`config.mk`:
```
export PLATFORM = sky130hd
export DESIGN_NAME = fft16_bf_sched
export DESIGN_NICKNAME = d
export VERILOG_FILES = /design/src/rtl/fft16_pkg.sv /design/src/rtl/fft16_tw_rom.sv /design/src/rtl/fft16_bf_sched.sv
export SDC_FILE = /design/constraint.sdc
export NUM_CORES = 1
export LEC_CHECK = 0
export CAP_MARGIN = 15
export CORE_ASPECT_RATIO = 1.1
export CORE_UTILIZATION = 50
export CTS_CLUSTER_DIAMETER = 80
export CTS_CLUSTER_SIZE = 12
export DETAILED_ROUTE_END_ITERATION = 10
export HOLD_SLACK_MARGIN = 0.08
export PLACE_DENSITY_LB_ADDON = 0.25
export SLEW_MARGIN = 15
export SYNTH_ARGS = -nofsm -noshare
export SYNTH_HDL_FRONTEND = slang
export SYNTH_HIERARCHICAL = 1
export SYNTH_SLANG_ARGS = --single-unit
```
`constraint.sdc`:
```
create_clock -name clk -period 4.3 [get_ports clk]
set_clock_uncertainty 0.05 [all_clocks]
set_input_delay 0.86 -clock clk [delete_from_list [all_inputs] [get_ports clk]]
set_output_delay 0.86 -clock clk [all_outputs]
set_load 0.02 [all_outputs]
```
`src/rtl/fft16_pkg.sv`:
```
// Shared constants, state encoding, twiddle codes and butterfly address helper for the
// 16-point radix-2 DIT FFT sequencer (optional IFFT conjugation: FFT_BF_SCHED_INVERSE_EN).
package fft16_pkg;

  localparam int unsigned N_PTS    = 16;
  localparam int unsigned N_STAGES = 4;
  localparam int unsigned N_BF     = 8;
  localparam int unsigned ADDR_W   = $clog2(N_PTS);

  typedef enum logic [1:0] {
    StIdle,
    StIssue,
    StDrain,
    StDone
  } state_e;

  // Q1.7 codes of W16^k, k = 0..7
  localparam logic [7:0] TW_RE [0:7] = '{
    8'h7F, 8'h76, 8'h5A, 8'h31, 8'h00, 8'hCF, 8'hA6, 8'h8A
  };
  localparam logic [7:0] TW_IM [0:7] = '{
    8'h00, 8'hCF, 8'hA6, 8'h8A, 8'h81, 8'h8A, 8'hA6, 8'hCF
  };

  typedef struct packed {
    logic [ADDR_W-1:0] a;
    logic [ADDR_W-1:0] b;
    logic [2:0]        k;
  } bf_addr_t;

  // Operand pair and twiddle index of butterfly j within stage s.
  function automatic bf_addr_t bf_addr_calc(input logic [1:0] s, input logic [2:0] j);
    logic [ADDR_W-1:0] span;
    logic [ADDR_W-1:0] grp;
    logic [ADDR_W-1:0] pos;
    bf_addr_t          r;
    span = ADDR_W'(1) << s;
    grp  = {1'b0, j} >> s;
    pos  = {1'b0, j} & (span - ADDR_W'(1));
    r.a  = (grp << ({1'b0, s} + 3'd1)) | pos;
    r.b  = r.a + span;
    r.k  = 3'(pos << (3'd3 - {1'b0, s}));
    return r;
  endfunction

endpackage

```
`src/rtl/fft16_tw_rom.sv`:
```
// Twiddle code lookup for the butterfly constant multipliers.
// With FFT_BF_SCHED_INVERSE_EN, inv selects the conjugate (negated imaginary) code.
module fft16_tw_rom
  import fft16_pkg::*;
(
  input  logic [2:0] k,
`ifdef FFT_BF_SCHED_INVERSE_EN
  input  logic       inv,
`endif
  output logic [7:0] tw_re,
  output logic [7:0] tw_im
);

  always_comb begin
    tw_re = TW_RE[k];
    tw_im = TW_IM[k];
`ifdef FFT_BF_SCHED_INVERSE_EN
    if (inv) begin
      tw_im = 8'(~TW_IM[k] + 8'd1);
    end
`endif
  end

endmodule

```
`src/rtl/fft16_bf_sched.sv`:
```
// Butterfly issue sequencer for an in-place 16-point radix-2 DIT FFT with a per-stage
// write-back barrier. Define FFT_BF_SCHED_INVERSE_EN to add the inv (IFFT) input.
module fft16_bf_sched
  import fft16_pkg::*;
#(
  parameter int unsigned MAX_INFLIGHT = 8
) (
  input  logic       clk,
  input  logic       rst,
  input  logic       start,
`ifdef FFT_BF_SCHED_INVERSE_EN
  input  logic       inv,
`endif
  output logic       busy,
  output logic       done,
  output logic       bf_valid,
  input  logic       bf_ready,
  output logic [3:0] bf_addr_a,
  output logic [3:0] bf_addr_b,
  output logic [1:0] bf_stage,
  output logic [2:0] tw_k,
  output logic [7:0] tw_re,
  output logic [7:0] tw_im,
  input  logic       wb_valid,
  output logic       wb_err
);

  localparam logic [3:0] MaxOut = 4'(MAX_INFLIGHT);

  state_e     state_q, state_d;
  logic [1:0] stage_q, stage_d;
  logic [3:0] j_q, j_d;          // butterflies loaded into the issue register this stage
  logic [3:0] outst_q, outst_d;
  logic [3:0] wb_cnt_q, wb_cnt_d;
  logic       wb_err_q, wb_err_d;
  logic       valid_q, valid_d;
  logic [3:0] addr_a_q, addr_b_q;
  logic [1:0] stage_out_q;
  logic [2:0] k_q;
  logic [7:0] re_q, im_q;
  logic       fire, wb_ok, load;
  bf_addr_t   nxt;
  logic [7:0] rom_re, rom_im;
`ifdef FFT_BF_SCHED_INVERSE_EN
  logic       inv_q, inv_d;
`endif

  assign nxt = bf_addr_calc(stage_q, j_q[2:0]);

  fft16_tw_rom u_tw_rom (
    .k     (nxt.k),
`ifdef FFT_BF_SCHED_INVERSE_EN
    .inv   (inv_q),
`endif
    .tw_re (rom_re),
    .tw_im (rom_im)
  );

  always_comb begin
    fire     = valid_q && bf_ready;
    wb_ok    = wb_valid && (outst_q != '0);
    outst_d  = outst_q + {3'b000, fire} - {3'b000, wb_ok};
    state_d  = state_q;
    stage_d  = stage_q;
    j_d      = j_q;
    wb_cnt_d = wb_cnt_q + {3'b000, wb_ok};
    wb_err_d = wb_err_q || (wb_valid && (outst_q == '0));
    valid_d  = valid_q && !fire;
    load     = 1'b0;
`ifdef FFT_BF_SCHED_INVERSE_EN
    inv_d    = inv_q;
`endif
    unique case (state_q)
      StIdle: begin
        if (start) begin
          state_d  = StIssue;
          stage_d  = '0;
          j_d      = '0;
          outst_d  = '0;
          wb_cnt_d = '0;
          wb_err_d = wb_valid && (outst_q == '0);
`ifdef FFT_BF_SCHED_INVERSE_EN
          inv_d    = inv;
`endif
        end
      end
      StIssue: begin
        // Refill the issue register only if the slot frees up and the in-flight cap allows it.
        if ((!valid_q || fire) && (j_q != 4'(N_BF)) && (outst_d < MaxOut)) begin
          load    = 1'b1;
          valid_d = 1'b1;
          j_d     = j_q + 4'd1;
        end
        if (fire && (j_q == 4'(N_BF))) begin
          state_d = StDrain;
        end
      end
      StDrain: begin
        if (wb_cnt_q == 4'(N_BF)) begin
          if (stage_q == 2'(N_STAGES - 1)) begin
            state_d = StDone;
          end else begin
            state_d  = StIssue;
            stage_d  = stage_q + 2'd1;
            j_d      = '0;
            wb_cnt_d = '0;
          end
        end
      end
      StDone: begin
        state_d = StIdle;
      end
      default: begin
        state_d = StIdle;
      end
    endcase
  end

  always_ff @(posedge clk or posedge rst) begin
    if (rst) begin
      state_q     <= StIdle;
      stage_q     <= '0;
      j_q         <= '0;
      outst_q     <= '0;
      wb_cnt_q    <= '0;
      wb_err_q    <= 1'b0;
      valid_q     <= 1'b0;
      addr_a_q    <= '0;
      addr_b_q    <= '0;
      stage_out_q <= '0;
      k_q         <= '0;
      re_q        <= '0;
      im_q        <= '0;
`ifdef FFT_BF_SCHED_INVERSE_EN
      inv_q       <= 1'b0;
`endif
    end else begin
      state_q  <= state_d;
      stage_q  <= stage_d;
      j_q      <= j_d;
      outst_q  <= outst_d;
      wb_cnt_q <= wb_cnt_d;
      wb_err_q <= wb_err_d;
      valid_q  <= valid_d;
`ifdef FFT_BF_SCHED_INVERSE_EN
      inv_q    <= inv_d;
`endif
      if (load) begin
        addr_a_q    <= nxt.a;
        addr_b_q    <= nxt.b;
        stage_out_q <= stage_q;
        k_q         <= nxt.k;
        re_q        <= rom_re;
        im_q        <= rom_im;
      end
    end
  end

  assign busy      = (state_q == StIssue) || (state_q == StDrain);
  assign done      = (state_q == StDone);
  assign bf_valid  = valid_q;
  assign bf_addr_a = addr_a_q;
  assign bf_addr_b = addr_b_q;
  assign bf_stage  = stage_out_q;
  assign tw_k      = k_q;
  assign tw_re     = re_q;
  assign tw_im     = im_q;
  assign wb_err    = wb_err_q;

endmodule

```
==> impl_metrics.tcl <==
set metrics [dict create \
    die_w_um 73.4 \
    reg2reg_slack_ns 1.19 \
    arrival_ns 3.56 \
    die-area_sq_um 5910 \
    cts_made_buffers 5 \
    ys_ff_latch 47 \
    rsz0062_at_grt "false" \
    hold_start "bf_stage[1]" \
    clkTransAtPathRegs_ns 0.08 \
    avgSynthCellArea_sq_um 10.9 \
    antenna_cells 0 \
    timing.max_cap.violations 0 \
    p_leak_nw 1.56 \
    grt_antenna_before_repair 0 \
    clock_tree.root_cell "clkbuf_8" \
    num_io_pins 38 \
    dpl.hpwl_mm 3.44 \
    routed_wl_mm 4.74 \
    syn_nets 289 \
    worstSkewPairLatency_ns 0.30 \
    ant_nets 0 \
    grt_max_degree 48 \
    reg2reg_from "outst_q[2]" \
    nNetsFinal 324 \
    synth_area_sq_um 2810 \
    ys_warn_count 6 \
    grt_use_total_pct 17.9 \
    tightest_slew_ns 0.961 \
    powerDensity_nw_per_um2 705 \
    synth_cell_types 47 \
    syn2layout_area_growth_pct 18.5 \
    cpPeakStageDelay_ns 0.76 \
    finalMaxSlewViolations 0 \
    worstPathRequired_ns 4.43 \
    cts_setup_buffers 0 \
    cts_tree "yes" \
    synth_flop_cell "dfrtp_1" \
    holdPathEnd "bf_stage[1]" \
    grt_pass1_wl_mm 8.16 \
    grt_pass1_vias 1821 \
    critPathSlowestCell "or4_4" \
    setup_tns_ns 0 \
    netlist.area_leader.share_pct 41.9 \
    status "finished, final reports clean" \
    critPathMaxFanout 35 \
    start_util_pct 52.0 \
    crit_top_cell "a21oi_1" \
    avgViaCountPerCell 5.13 \
    cts_resized 0 \
    hold_viol 0 \
    die_h_um 80.6 \
    cts_sinks 47 \
    place.gp.congestion 0.812 \
    cts_max_path_buffers 2 \
    wl_per_cell_um 12.9 \
    drc 0 \
    std_cell_rows 28 \
    startpoint_type "input port" \
    htree_levels 2 \
    peakVddDrop_uv 577 \
    setup_ws_ns 0.863 \
    portBuffers 37 \
    worstPathCellList "clkdlybuf4s50_1, nor2b_1, nand2_1, ha_1, a21oi_1, a21oi_1, or4_4, mux2_1" \
    r2r-end "bf_addr_a[1]" \
    netlist_instances 257 \
    core-area_sq_um 5400 \
    worst-setup-path-type "input port to flop" \
    yosys-top-cells-count "dfrtp_1 (47), ha_1 (25), nand2_1 (21)" \
    max_clock_freq_ghz 0.291 \
    setup_violations 0 \
    drive_gt1_share_pct 13.0 \
    yosysMostFrequentCell "dfrtp_1" \
    vias 1888 \
    critPathCaptureType "flop" \
    hp-class "flop to flop" \
    yosys.area.top_type "dfrtp_1" \
    fin_crit_sh_pct 79.9 \
    synthTopCellsByArea "dfrtp_1 (42%), ha_1 (11%), mux2_4 (10%)" \
    relSlewSlack_pct 35.8 \
    grt_overflow_total 0 \
    period_minus_slack_ns 3.44 \
    holdPathStages 2 \
    drtPass1Iterations 4 \
    cts_hold_buffers 0 \
    synth_enable_flop_cells 0 \
    dr.first_iter.drc_count 86 \
    seq_area_frac_synth_pct 41.9 \
    pre_cts_ws_ns 0.566 \
    rr_worst_depth 10 \
    whs_ns 0.449 \
    synth-async-reset-ratio_pct 100 \
]
## sequential cells by signal, summed over array words and instances (netlist names)
register and flops:
bf_valid 1, bf_stage 2, tw_re 8, wb_cnt_q 4, bf_addr_b 4, tw_k 3, j_q 4, state_q 2
tw_im 8, wb_err 1, bf_addr_a 4, outst_q 4, stage_q 2
## kinds of logic after synthesis
logic type,count (synthesis),share of synthesized area [%]
AOI/OAI and AO/OA,40,8.83
xor gates and xnor gates,11,3.43
adders and majority gates,27,12.6
buffers and inverters,32,6.47
DFF,47,41.9
muxes,27,13.2
other,1,0.134
and+or+nand+nor,72,13.4
## metal layers
layer	track usage (%)	part of all wire (%)	up-vias
li1	-	-	944
met1	22.2	47	907
met2	31.0	50	35
met3	3.76	2.5	2
met4	5.58	0.68	0
met5	0	0	-
## final cells by class
cell class / instances / area (sq um)
tap: 75 / 93.8
multi-input combinational: 178 / 1450
inverter: 20 / 77.6
fill: 455 / 2070
timing repair buffer: 40 / 393
clock inverter: 3 / 67.6
sequential: 47 / 1180
clock buffer: 5 / 68.8
## report_power, final
group | internal (mW) | switching (mW) | total [mW]
Clock | 0.232 | 0.151 | 0.383
Combinational | 0.588 | 0.661 | 1.25
Sequential | 0.594 | 0.119 | 0.713
Total | 1.41 | 0.931 | 2.34
## stage by stage
| stage | utilization [%] | instances | cell area [sq um] | power (mW) |
|---|---|---|---|---|
| 4_1_cts | 61.6 | 368 | 3320 | 2.37 |
| 2_1_floorplan | - | 257 | 2810 | 1.67 |
| 3_5_place_dp | 59.1 | 360 | 3190 | 1.98 |
| 3_3_place_gp | 59.1 | 360 | 3190 | 1.95 |
| 5_1_grt | 61.6 | 368 | 3320 | 2.53 |
| 6_report | 61.6 | 368 | 3320 | 2.34 |
## critical path, delay by kind of cell
kind | cells | cell delay, ns
AO/OA/AOI/OAI | 2 | 0.31
adder cells (fa/ha/maj) | 1 | 0.21
buffers and inverters | 1 | 0.47
multiplexers | 1 | 0.40
AND/OR/NAND/NOR | 3 | 1.29
## cell usage in the layout (no fill, tap or decap), types with 5 or more instances in the layout
cell	count
dfrtp_1	47
clkdlybuf4s50_1	37
ha_1	25
nand2_1	21
mux2_4	19
inv_1	18
nor2_1	14
a21oi_1	9
o21ai_0	9
nand3_1	8
xnor2_1	8
o21ai_1	5
mux2_1	5
clkbuf_8	5
## worst max path at each step
stage / from / end / slack, ns / cells after the start
6_report: wb_valid / bf_addr_a[1] / 0.86 / 8
5_1_grt: wb_valid / bf_addr_b[0] / 0.73 / 8
4_1_cts: wb_valid / bf_addr_a[1] / 0.89 / 8
3_5_place_dp: wb_valid / bf_addr_a[1] / 0.57 / 8
3_3_place_gp: wb_valid / bf_addr_a[2] / 0.62 / 8
2_1_floorplan: wb_valid / tw_im[0] / 1.29 / 9
No activity file was read; power rests on OpenSTA's default activity.
